===== src/rtl/buffer_array_pingpong_if.sv =====
// Handshake/data bundle for buffer_array_pingpong: input beat stream in,
// completed window out.
interface buffer_array_pingpong_if #(
  parameter int unsigned IDIM = 4,
  parameter int unsigned IWID = 1,
  parameter int unsigned OWID = 32,
  parameter int unsigned CWID = 16
);
  logic [CWID-1:0]      iLen;
  logic                 iValid;
  logic                 oReady;
  logic                 iAccSel;
  logic                 iClear;
  logic [IDIM*IWID-1:0] iData;
  logic                 oValid;
  logic                 iReady;
  logic [IDIM*OWID-1:0] oData;
  logic [IDIM-1:0]      oSat;

  modport master (
    output iLen, iValid, iAccSel, iClear, iData, iReady,
    input  oReady, oValid, oData, oSat
  );

  modport slave (
    input  iLen, iValid, iAccSel, iClear, iData, iReady,
    output oReady, oValid, oData, oSat
  );
endinterface


===== src/rtl/buffer_array_pingpong.sv =====
// Per-channel saturating window accumulator with a ping-pong bank pair:
// one bank accumulates while the other presents the last completed window.
module buffer_array_pingpong #(
  parameter int unsigned IDIM = 4,
  parameter int unsigned IWID = 1,
  parameter int unsigned OWID = 32,
  parameter int unsigned CWID = 16
) (
  input  logic                     clk,
  input  logic                     rst,
  buffer_array_pingpong_if.slave   bus
);

  if (IWID > OWID) begin : g_width_check
    $error("buffer_array_pingpong: IWID must not exceed OWID");
  end

  typedef enum logic {EMPTY, HELD} state_t;

  state_t          state, state_nxt;
  logic            act;
  logic            held_sel;
  logic [OWID-1:0] bank [2][IDIM];
  logic [IDIM-1:0] sat  [2];
  logic [CWID-1:0] cnt, len_q, len_eff;
  logic            last, stall, accept, complete, transfer;
  logic [OWID:0]   sum_w   [IDIM];
  logic [OWID-1:0] upd     [IDIM];
  logic [IDIM-1:0] upd_sat;

  // While cnt==0 the window length is taken straight from iLen so a 1-beat
  // window compares against the length being loaded this cycle.
  always_comb begin
    if (cnt == '0) len_eff = (bus.iLen == '0) ? CWID'(1) : bus.iLen;
    else           len_eff = len_q;
    last       = (cnt == len_eff - CWID'(1));
    transfer   = (state == HELD) && bus.iReady;
    stall      = last && (state == HELD) && !bus.iReady;
    bus.oReady = !bus.iClear && !stall;
    accept     = bus.iValid && bus.oReady;
    complete   = accept && last;
    held_sel   = ~act;
  end

  always_comb begin
    upd_sat = sat[act];
    for (int unsigned c = 0; c < IDIM; c++) begin
      sum_w[c] = {1'b0, bank[act][c]}
               + {{(OWID+1-IWID){1'b0}}, bus.iData[c*IWID +: IWID]};
      if (!bus.iAccSel) begin
        upd[c] = OWID'(bus.iData[c*IWID +: IWID]);
      end else if (sum_w[c][OWID]) begin
        upd[c]     = '1;
        upd_sat[c] = 1'b1;
      end else begin
        upd[c] = sum_w[c][OWID-1:0];
      end
    end
  end

  // On completion the pointer flips: the finished bank becomes the held one
  // and the previously held (already drained) bank is zeroed for reuse.
  always_ff @(posedge clk or posedge rst) begin
    if (rst) begin
      act   <= 1'b0;
      cnt   <= '0;
      len_q <= '0;
      for (int unsigned b = 0; b < 2; b++) begin
        sat[b] <= '0;
        for (int unsigned c = 0; c < IDIM; c++) bank[b][c] <= '0;
      end
    end else begin
      if (cnt == '0) len_q <= len_eff;
      if (bus.iClear) begin
        cnt      <= '0;
        sat[act] <= '0;
        for (int unsigned c = 0; c < IDIM; c++) bank[act][c] <= '0;
      end else if (complete) begin
        cnt           <= '0;
        act           <= ~act;
        sat[act]      <= upd_sat;
        sat[held_sel] <= '0;
        for (int unsigned c = 0; c < IDIM; c++) begin
          bank[act][c]      <= upd[c];
          bank[held_sel][c] <= '0;
        end
      end else if (accept) begin
        cnt      <= cnt + CWID'(1);
        sat[act] <= upd_sat;
        for (int unsigned c = 0; c < IDIM; c++) bank[act][c] <= upd[c];
      end
    end
  end

  always_ff @(posedge clk or posedge rst) begin
    if (rst) state <= EMPTY;
    else     state <= state_nxt;
  end

  always_comb begin
    state_nxt = state;
    case (state)
      EMPTY:   if (complete) state_nxt = HELD;
      HELD:    if (transfer && !complete) state_nxt = EMPTY;
      default: state_nxt = EMPTY;
    endcase
  end

  always_comb begin
    bus.oValid = (state == HELD);
    bus.oSat   = sat[held_sel];
    bus.oData  = '0;
    for (int unsigned c = 0; c < IDIM; c++) bus.oData[c*OWID +: OWID] = bank[held_sel][c];
  end

endmodule


===== src/flat_wrapper.sv =====
// flat-port wrapper written by rule: the top's interface ports become plain ports
module buffer_array_pingpong_flat 
#(
  parameter int unsigned IDIM = 4,
  parameter int unsigned IWID = 1,
  parameter int unsigned OWID = 32,
  parameter int unsigned CWID = 16
)
  (clk, rst, bus_iLen, bus_iValid, bus_iAccSel, bus_iClear, bus_iData, bus_iReady, bus_oReady, bus_oValid, bus_oData, bus_oSat);
  buffer_array_pingpong_if #(.IDIM(IDIM), .IWID(IWID), .OWID(OWID), .CWID(CWID)) bus_i ();
  input  logic clk;
  input  logic rst;
  input wire logic [$bits(bus_i.iLen)-1:0] bus_iLen;
  input wire logic [$bits(bus_i.iValid)-1:0] bus_iValid;
  input wire logic [$bits(bus_i.iAccSel)-1:0] bus_iAccSel;
  input wire logic [$bits(bus_i.iClear)-1:0] bus_iClear;
  input wire logic [$bits(bus_i.iData)-1:0] bus_iData;
  input wire logic [$bits(bus_i.iReady)-1:0] bus_iReady;
  output wire logic [$bits(bus_i.oReady)-1:0] bus_oReady;
  output wire logic [$bits(bus_i.oValid)-1:0] bus_oValid;
  output wire logic [$bits(bus_i.oData)-1:0] bus_oData;
  output wire logic [$bits(bus_i.oSat)-1:0] bus_oSat;
  assign bus_i.iLen = bus_iLen;
  assign bus_i.iValid = bus_iValid;
  assign bus_i.iAccSel = bus_iAccSel;
  assign bus_i.iClear = bus_iClear;
  assign bus_i.iData = bus_iData;
  assign bus_i.iReady = bus_iReady;
  assign bus_oReady = bus_i.oReady;
  assign bus_oValid = bus_i.oValid;
  assign bus_oData = bus_i.oData;
  assign bus_oSat = bus_i.oSat;
  buffer_array_pingpong #(.IDIM(IDIM), .IWID(IWID), .OWID(OWID), .CWID(CWID)) u_core (.clk(clk), .rst(rst), .bus(bus_i));
endmodule

===== config.mk =====
export PLATFORM = sky130hd
export DESIGN_NAME = buffer_array_pingpong_flat
export DESIGN_NICKNAME = d
export VERILOG_FILES = /design/src/rtl/buffer_array_pingpong_if.sv /design/src/rtl/buffer_array_pingpong.sv /design/src/flat_wrapper.sv
export SDC_FILE = /design/constraint.sdc
export NUM_CORES = 1
export LEC_CHECK = 0
export BUFFER_PORTS_ARGS = -buffer_cell sky130_fd_sc_hd__buf_2
export CAP_MARGIN = 25
export CORE_MARGIN = 2
export CORE_UTILIZATION = 59
export DETAILED_ROUTE_END_ITERATION = 12
export PLACE_DENSITY_LB_ADDON = 0.08
export SETUP_SLACK_MARGIN = 0.1
export SYNTH_ARGS = -nofsm -noshare
export SYNTH_HDL_FRONTEND = slang
export SYNTH_SLANG_ARGS = --single-unit

===== constraint.sdc =====
create_clock -name clk -period 14.4 [get_ports clk]
set_clock_uncertainty 0.1 [all_clocks]
set_input_delay 2.88 -clock clk [delete_from_list [all_inputs] [get_ports clk]]
set_output_delay 2.88 -clock clk [all_outputs]
set_load 0.005 [all_outputs]

==> impl_metrics.py, run 1 <==
metrics = {
    "global_routing": {
        "grt_pass1_wl_mm": 84.33,
        "grt_use_met1_pct": 42.72,
        "grt_use_total_pct": 30.25,
        "grt.overflow.total": 0,
        "met3_usage_pct": 4.344,
        "met2_usage_pct": 48.87,
        "grt_max_degree": 183,
        "busiest_layer": "met2",
        "grt_pass1_vias": 15800,
        "antenna_found_initial": 0,
    },
    "routing": {
        "dr.pass1.iters": 7,
        "drc": 0,
        "num_vias": 16440,
        "drt_iter0_markers": 1146,
        "postRouteAntennaNets": 0,
        "wl_per_cell_um": 20.46,
        "viasPerCell": 6.428,
        "wirelength_mm": 52.34,
    },
    "clock_network": {
        "cts_hold_buf": 0,
        "cts_tree": "yes",
        "cts_max_level": 2,
        "cts_setup_buffers": 0,
        "cts_buffers": 36,
        "path_clk_slew_ps": 50,
        "clockBufferDepth": 3,
        "ctsResizeCount": 0,
        "cts_num_sinks": 298,
        "clock-root-buffer": "clkbuf_16",
        "clk-insertion-delay-late_ps": 540,
    },
    "placed_design": {
        "dp_hpwl_mm": 32.80,
        "post_dp_cell_area_um2": 20350,
        "gp_congestion": 0.8724,
        "pre_cts_ws_ps": 4697,
        "io_buffers": 159,
    },
    "synthesis": {
        "synth_cell_type_count": 81,
        "synth_most_common_cell": "dfrtp_1",
        "synth_top_area_share_pct": 38.29,
        "syn_area_per_cell_um2": 9.664,
        "syn-num-nets": 2052,
        "synth_cells": 2015,
        "yosysTopAreaCell": "dfrtp_1",
        "syn_area_um2": 19470,
        "synthArstFlopShare_pct": 100.0,
        "yosys_warnings": 0,
        "ys_top_cells_by_count": "298 x dfrtp_1, 238 x o2bb2ai_1, 157 x nand2_1",
        "ys_ff_latch": 298,
        "synth-edff-count": 0,
        "synthFlopType": "dfrtp_1",
        "ys_seq_area_share_pct": 38.29,
        "synth_area_leaders": "dfrtp_1 38%, o2bb2ai_1 11%, mux2_2 8.5%, mux2i_1 5.2%, nand2_1 3.0%",
    },
    "floorplanning": {
        "die_y_um": 185.7,
        "core_area_um2": 32540,
        "dieArea_um2": 34480,
        "io_pins": 160,
        "die_w_um": 185.7,
        "start_util_pct": 59.85,
        "fp-row-count": 66,
    },
    "pwr": {
        "power_density_nw_per_um2": 90.76,
        "leakage_nw": 8.812,
        "ir_worst_vdd_mv": 0.09248,
    },
    "sta": {
        "hold_viol": 0,
        "clock.fmax_ghz": 0.1027,
        "tns_ps": 0,
        "min_period_over_period_pct": 67.65,
        "tightest_slew_ps": 1060,
        "drv_slew": 0,
        "setup_slack_ps": 4659,
        "setup_violations": 0,
        "max-slew-margin-rel_pct": 29.37,
        "min_period_ps": 9741,
        "rsz0062_at_grt": "false",
    },
    "worst_setup_path": {
        "path_class": "input pin to output pin",
        "critPathCaptureType": "output pin",
        "path_max_fanout": 8,
        "required_ps": 11420,
        "cp-start-kind": "input pin",
        "arrival_ps": 6760,
    },
    "outcome": {
        "status": "finished clean",
    },
    "min_path": {
        "hold_class": "register to register",
    },
    "layout": {
        "diodes": 0,
        "final_util_pct": 66.37,
        "final_cell_area_um2": 21600,
        "drive_gt1_share_pct": 19.85,
        "fillers": 2729,
        "fin_nets": 2126,
        "area_growth_pct": 10.90,
    },
    "job": {
        "maxCapViolCount": 0,
    },
}
## layout by cell type (no fill, tap or decap), types with 19 or more instances in the layout
cell / instances
inv_1: 41
xnor2_1: 63
nor2_1: 138
mux2i_1: 101
o21ai_0: 93
a32o_1: 19
buf_2: 160
mux2_2: 147
and3_1: 23
xor2_1: 66
nor3_1: 29
buf_4: 23
a21oi_1: 54
dfrtp_1: 297
clkbuf_16: 38
o2bb2ai_1: 238
nor4_1: 21
nand2_1: 156
nor2b_1: 19
nand4_1: 20
nand2b_1: 22
nand3_1: 69
## layer usage
layer	vias to the layer above	part of all wire [%]	wire, um
met4	0	2.0	1022
met1	8202	46	24240
met5	-	0	0
met2	473	47	24360
li1	7680	-	-
met3	87	5.2	2715
## state kept, by name, indices dropped and copies added (netlist names)
register and flops:
u_core.bus.oValid 1, u_core.len_q 16, u_core.act 1, u_core.cnt 16, u_core.sat 8, u_core.bank 256
## stage by stage
| step | instances | hold WS (ps) | total power [mW] |
|---|---|---|---|
| 2_1_floorplan | 2015 | 358.7 | 0.9904 |
| 3_3_place_gp | 2491 | 375.5 | 1.038 |
| 3_5_place_dp | 2491 | 388.0 | 1.039 |
| 4_1_cts | 2556 | 402.0 | 1.971 |
| 5_1_grt | 2558 | 420.4 | 2.026 |
| 6_report | 2558 | 397.7 | 1.960 |
## critical path, cell delays in order
cell       delay, ps
buf_2            130
nor4_1           620
and4_1           470
a211oi_1         150
nor2_1           160
inv_1             70
ha_1             320
xnor2_1          150
a2111oi_1        520
o32a_1           280
o211a_1          170
nand4bb_1        220
nor3_1           410
nor2_1            70
buf_2            130
## cell type report
class | count | area, um2 | area share [%]
timing repair buffer | 185 | 1021 | 4.728
tap | 442 | 553.0 | 2.561
sequential | 298 | 7461 | 34.55
clock inverter | 7 | 100.1 | 0.4635
clock buffer | 58 | 1116 | 5.168
multi-input combinational | 1526 | 11180 | 51.77
inverter | 42 | 165.2 | 0.7648
## kinds of logic (layout without fill, tap and decap cells)
| group | Yosys count | count (layout) | share of synthesized area (%) |
|---|---|---|---|
| multiplexers | 248 | 248 | 13.69 |
| AO/OA/AOI/OAI | 532 | 532 | 20.79 |
| flip-flops | 298 | 298 | 38.29 |
| adder cells (fa/ha/maj) | 11 | 11 | 0.7067 |
| AND/OR/NAND/NOR | 606 | 606 | 16.26 |
| buffers and inverters | 191 | 292 | 4.459 |
| XOR/XNOR | 129 | 129 | 5.802 |
## power breakdown
part / internal, mW / switching, mW / leakage (nW)
Clock: 0.567 / 0.366 / 0.597
Sequential: 0.849 / 0.0194 / 4.12
Combinational: 0.0523 / 0.107 / 4.10
Total: 1.47 / 0.492 / 8.81
## path summary, 6_finish.rpt
check / start / endpoint / slack [ps] / depth (start not counted)
min in group asynchronous: rst / u_core.len_q[13] / 2390 / 2
setup reg to reg: u_core.cnt[0] / u_core.bank[240] / 7500 / 18
setup / recovery: bus_iLen[14] / bus_oReady / 4660 / 15
max in group asynchronous: rst / u_core.bank[136] / 10360 / 3
hold reg to reg: u_core.bank[205] / u_core.bank[205] / 400 / 1
hold / removal: u_core.bank[205] / u_core.bank[205] / 400 / 1
No activity file was read; power rests on OpenSTA's default activity.
==> inputs of run 2 (changes only) <==
- ABC_AREA: unset -> 1
- clock period: 14.4 -> 9.3 ns (I/O delays scaled with it)
==> run 2 against run 1 <==
Combinational power grew to 9.1 times the previous value; sequential power increased by 87%; first-iteration DRC count is 97% higher; synthesized cell count rose by 99%; count of clock-buffer cells in the layout shrank 6; critical endpoint unchanged; largest power group is now registers.
==> impl_metrics.py, run 2 <==
metrics = {
    "outcome": {
        "status": "finished clean",
    },
    "worst_setup_path": {
        "path_class": "input pin to output pin",
        "crit_path_frequent_cell": "nand2_1",
        "critPathCaptureType": "output pin",
        "r2r-end": "u_core.sat[3]",
        "reg2reg_depth": 23,
        "arrival_ps": 4120,
        "cp_slowest_stage_delay_ps": 280,
        "path_max_fanout": 4,
        "cp_cell_sequence": "buf_2, nor2_1, nand2_1, nor2_1, nand2_1, nand2_1, nand2_1, ha_1, xor2_1, xor2_1, inv_1, nand2_1, nor2_1, nand2_1, nor2_1, nand3_1, nor3_4, nor2_1, buf_2",
        "critical-path-slowest-cell": "ha_1",
        "cp-start-kind": "input pin",
        "r2r-start": "u_core.cnt[0]",
        "required_ps": 7340,
        "rrSetupSlack_ps": 3970,
    },
    "synthesis": {
        "synth_most_common_cell": "nand2_1",
        "synthFlopType": "dfrtp_1",
        "synth_cells": 4010,
        "synthArstFlopShare_pct": 100.0,
        "synth-adder-area-share_pct": 0.5735,
        "yosys_warnings": 0,
        "ys_top_cells_by_count": "1,089 x nand2_1, 699 x inv_1, 405 x nand3_1",
        "ys_seq_area_share_pct": 31.08,
        "synth-edff-count": 0,
        "synthXorXnorAreaFrac_pct": 2.628,
        "synth_area_leaders": "dfrtp_1 31%, nand2_1 17%, inv_1 11%, nand3_1 8.4%, o21ai_0 7.0%",
        "ys_ff_latch": 298,
        "synth_top_area_share_pct": 31.08,
        "synth_top_family_by_area": "simple AND/OR/NAND/NOR gates",
        "synth_compound_area_share_pct": 14.24,
        "syn-num-nets": 4047,
        "syn_area_um2": 24000,
        "synth_cell_type_count": 49,
        "synth_mux_area_share_pct": 0,
        "syn_area_per_cell_um2": 5.984,
        "yosysTopAreaCell": "dfrtp_1",
        "synth-simple-area-share_pct": 35.96,
    },
    "clock_network": {
        "cts_hold_buf": 0,
        "clock-root-buffer": "clkbuf_16",
        "cts_tree": "yes",
        "path_clk_slew_ps": 60,
        "ctsResizeCount": 0,
        "cts_buffers": 36,
        "clockBufferDepth": 3,
        "clk-insertion-delay-late_ps": 560,
        "cts_max_level": 2,
        "cts_setup_buffers": 0,
        "cts_num_sinks": 298,
    },
    "routing": {
        "wl_per_cell_um": 14.04,
        "wirelength_mm": 64.06,
        "num_vias": 24370,
        "postRouteAntennaNets": 0,
        "drt_iter0_markers": 2263,
        "drc": 0,
        "dr.pass1.iters": 6,
        "viasPerCell": 5.342,
    },
    "sta": {
        "rsz0062_at_grt": "false",
        "tns_ps": 0,
        "min_period_over_period_pct": 65.38,
        "setup_violations": 0,
        "setup_slack_ps": 3219,
        "drv_slew": 0,
        "max-slew-margin-rel_pct": 27.30,
        "clock.fmax_ghz": 0.1645,
        "tightest_slew_ps": 1090,
        "min_period_ps": 6081,
        "hold_viol": 0,
    },
    "layout": {
        "diodes": 0,
        "seq_area_um2": 7461,
        "multi_input_area_um2": 12850,
        "area_growth_pct": 8.301,
        "largest_register_ff_count": 256,
        "fin_nets": 4048,
        "layout_common_cells": "1,089 x nand2_1, 697 x inv_1, 405 x nand3_1, 381 x nor2_1, 336 x o21ai_0",
        "final_cell_area_um2": 25990,
        "top_regs": "u_core.bank: 256 flops, u_core.cnt: 16 flops, u_core.len_q: 16 flops",
        "drive_gt1_share_pct": 7.406,
        "final_cells": 4562,
        "fillers": 3841,
        "layout_commonest_cell": "nand2_1",
        "top_register": "u_core.bank",
    },
    "global_routing": {
        "grt_use_total_pct": 30.73,
        "antenna_found_initial": 0,
        "grt_pass1_vias": 22200,
        "grt_max_degree": 240,
        "grt_pass1_wl_mm": 107.8,
        "grt.overflow.total": 0,
    },
    "placed_design": {
        "gp_congestion": 0.9431,
        "post_dp_cell_area_um2": 24620,
        "io_buffers": 159,
        "pre_cts_ws_ps": 3230,
        "placed_cells": 4497,
        "dp_hpwl_mm": 41.56,
    },
    "floorplanning": {
        "start_util_pct": 60.12,
        "fp-row-count": 73,
        "dieArea_um2": 42300,
        "die_w_um": 205.7,
        "die_y_um": 205.7,
        "core_area_um2": 39910,
        "io_pins": 160,
    },
    "pwr": {
        "leakage_nw": 13.27,
        "power_density_nw_per_um2": 180.3,
        "power.total_mw": 4.685,
        "ir_worst_vdd_mv": 0.2195,
    },
    "min_path": {
        "hold_path_depth": 2,
        "hold_end": "u_core.bank[75]",
        "worstHoldStart": "u_core.bank[75]",
        "hold_class": "register to register",
    },
    "job": {
        "maxCapViolCount": 0,
    },
}
==> run 2: worst max-delay path by stage <==
stage,slack (ps),from,end,cells after the start
after CTS,3220,bus_iLen[7],bus_oReady,19
after floorplan,3380,rst,u_core.act,1
after global routing,2990,bus_iLen[1],bus_oReady,19
after detailed placement,3230,bus_iLen[7],bus_oReady,19
final,3220,bus_iLen[1],bus_oReady,19
after global placement,3300,bus_iLen[5],bus_oReady,19
==> run 2: where the power goes <==
part / internal [mW] / leakage, nW / switching [mW] / total (mW)
logic: 0.500 / 9.22 / 0.947 / 1.45
clock network: 1.02 / 0.649 / 0.594 / 1.62
registers: 1.49 / 3.41 / 0.128 / 1.62
==> run 2: final cells by class <==
type / instances / area share (%)
Timing Repair Buffer: 180 / 4.034
Multi-Input combinational cell: 2794 / 49.43
Tap cell: 525 / 2.528
Sequential cell: 298 / 28.71
Clock buffer: 52 / 4.126
Inverter: 701 / 10.14
Clock inverter: 12 / 1.035
==> run 2: routing by layer <==
metal | track usage, % | up-vias | wire [um]
met5 | 0 | - | 0
met4 | 8.967 | 0 | 1657
met1 | 42.93 | 11060 | 30080
met3 | 4.340 | 99 | 3534
li1 | - | 12550 | -
met2 | 49.57 | 664 | 28790
==> run 2: cell families (layout without fill, tap and decap cells) <==
| group | Yosys count | after routing |
|---|---|---|
| xor+xnor | 72 | 72 |
| compound gates | 668 | 668 |
| buf+inv | 918 | 945 |
| flops | 298 | 298 |
| simple gates | 2043 | 2043 |
| fa+ha+maj | 11 | 11 |
==> run 2: metrics by stage <==
stage	utilization, %	hold slack [ps]
CTS	65.04	387.4
floorplan	-	354.9
global placement	61.68	368.1
global route	65.11	404.9
detailed placement	61.68	369.9
finish	65.11	384.4
==> run 2: worst max-delay path: cells and delay by family <==
kind | cells | cell delay [ps]
xor gates and xnor gates | 2 | 380
and+or+nand+nor | 13 | 1290
adders and majority gates | 1 | 280
buffers and inverters | 3 | 310
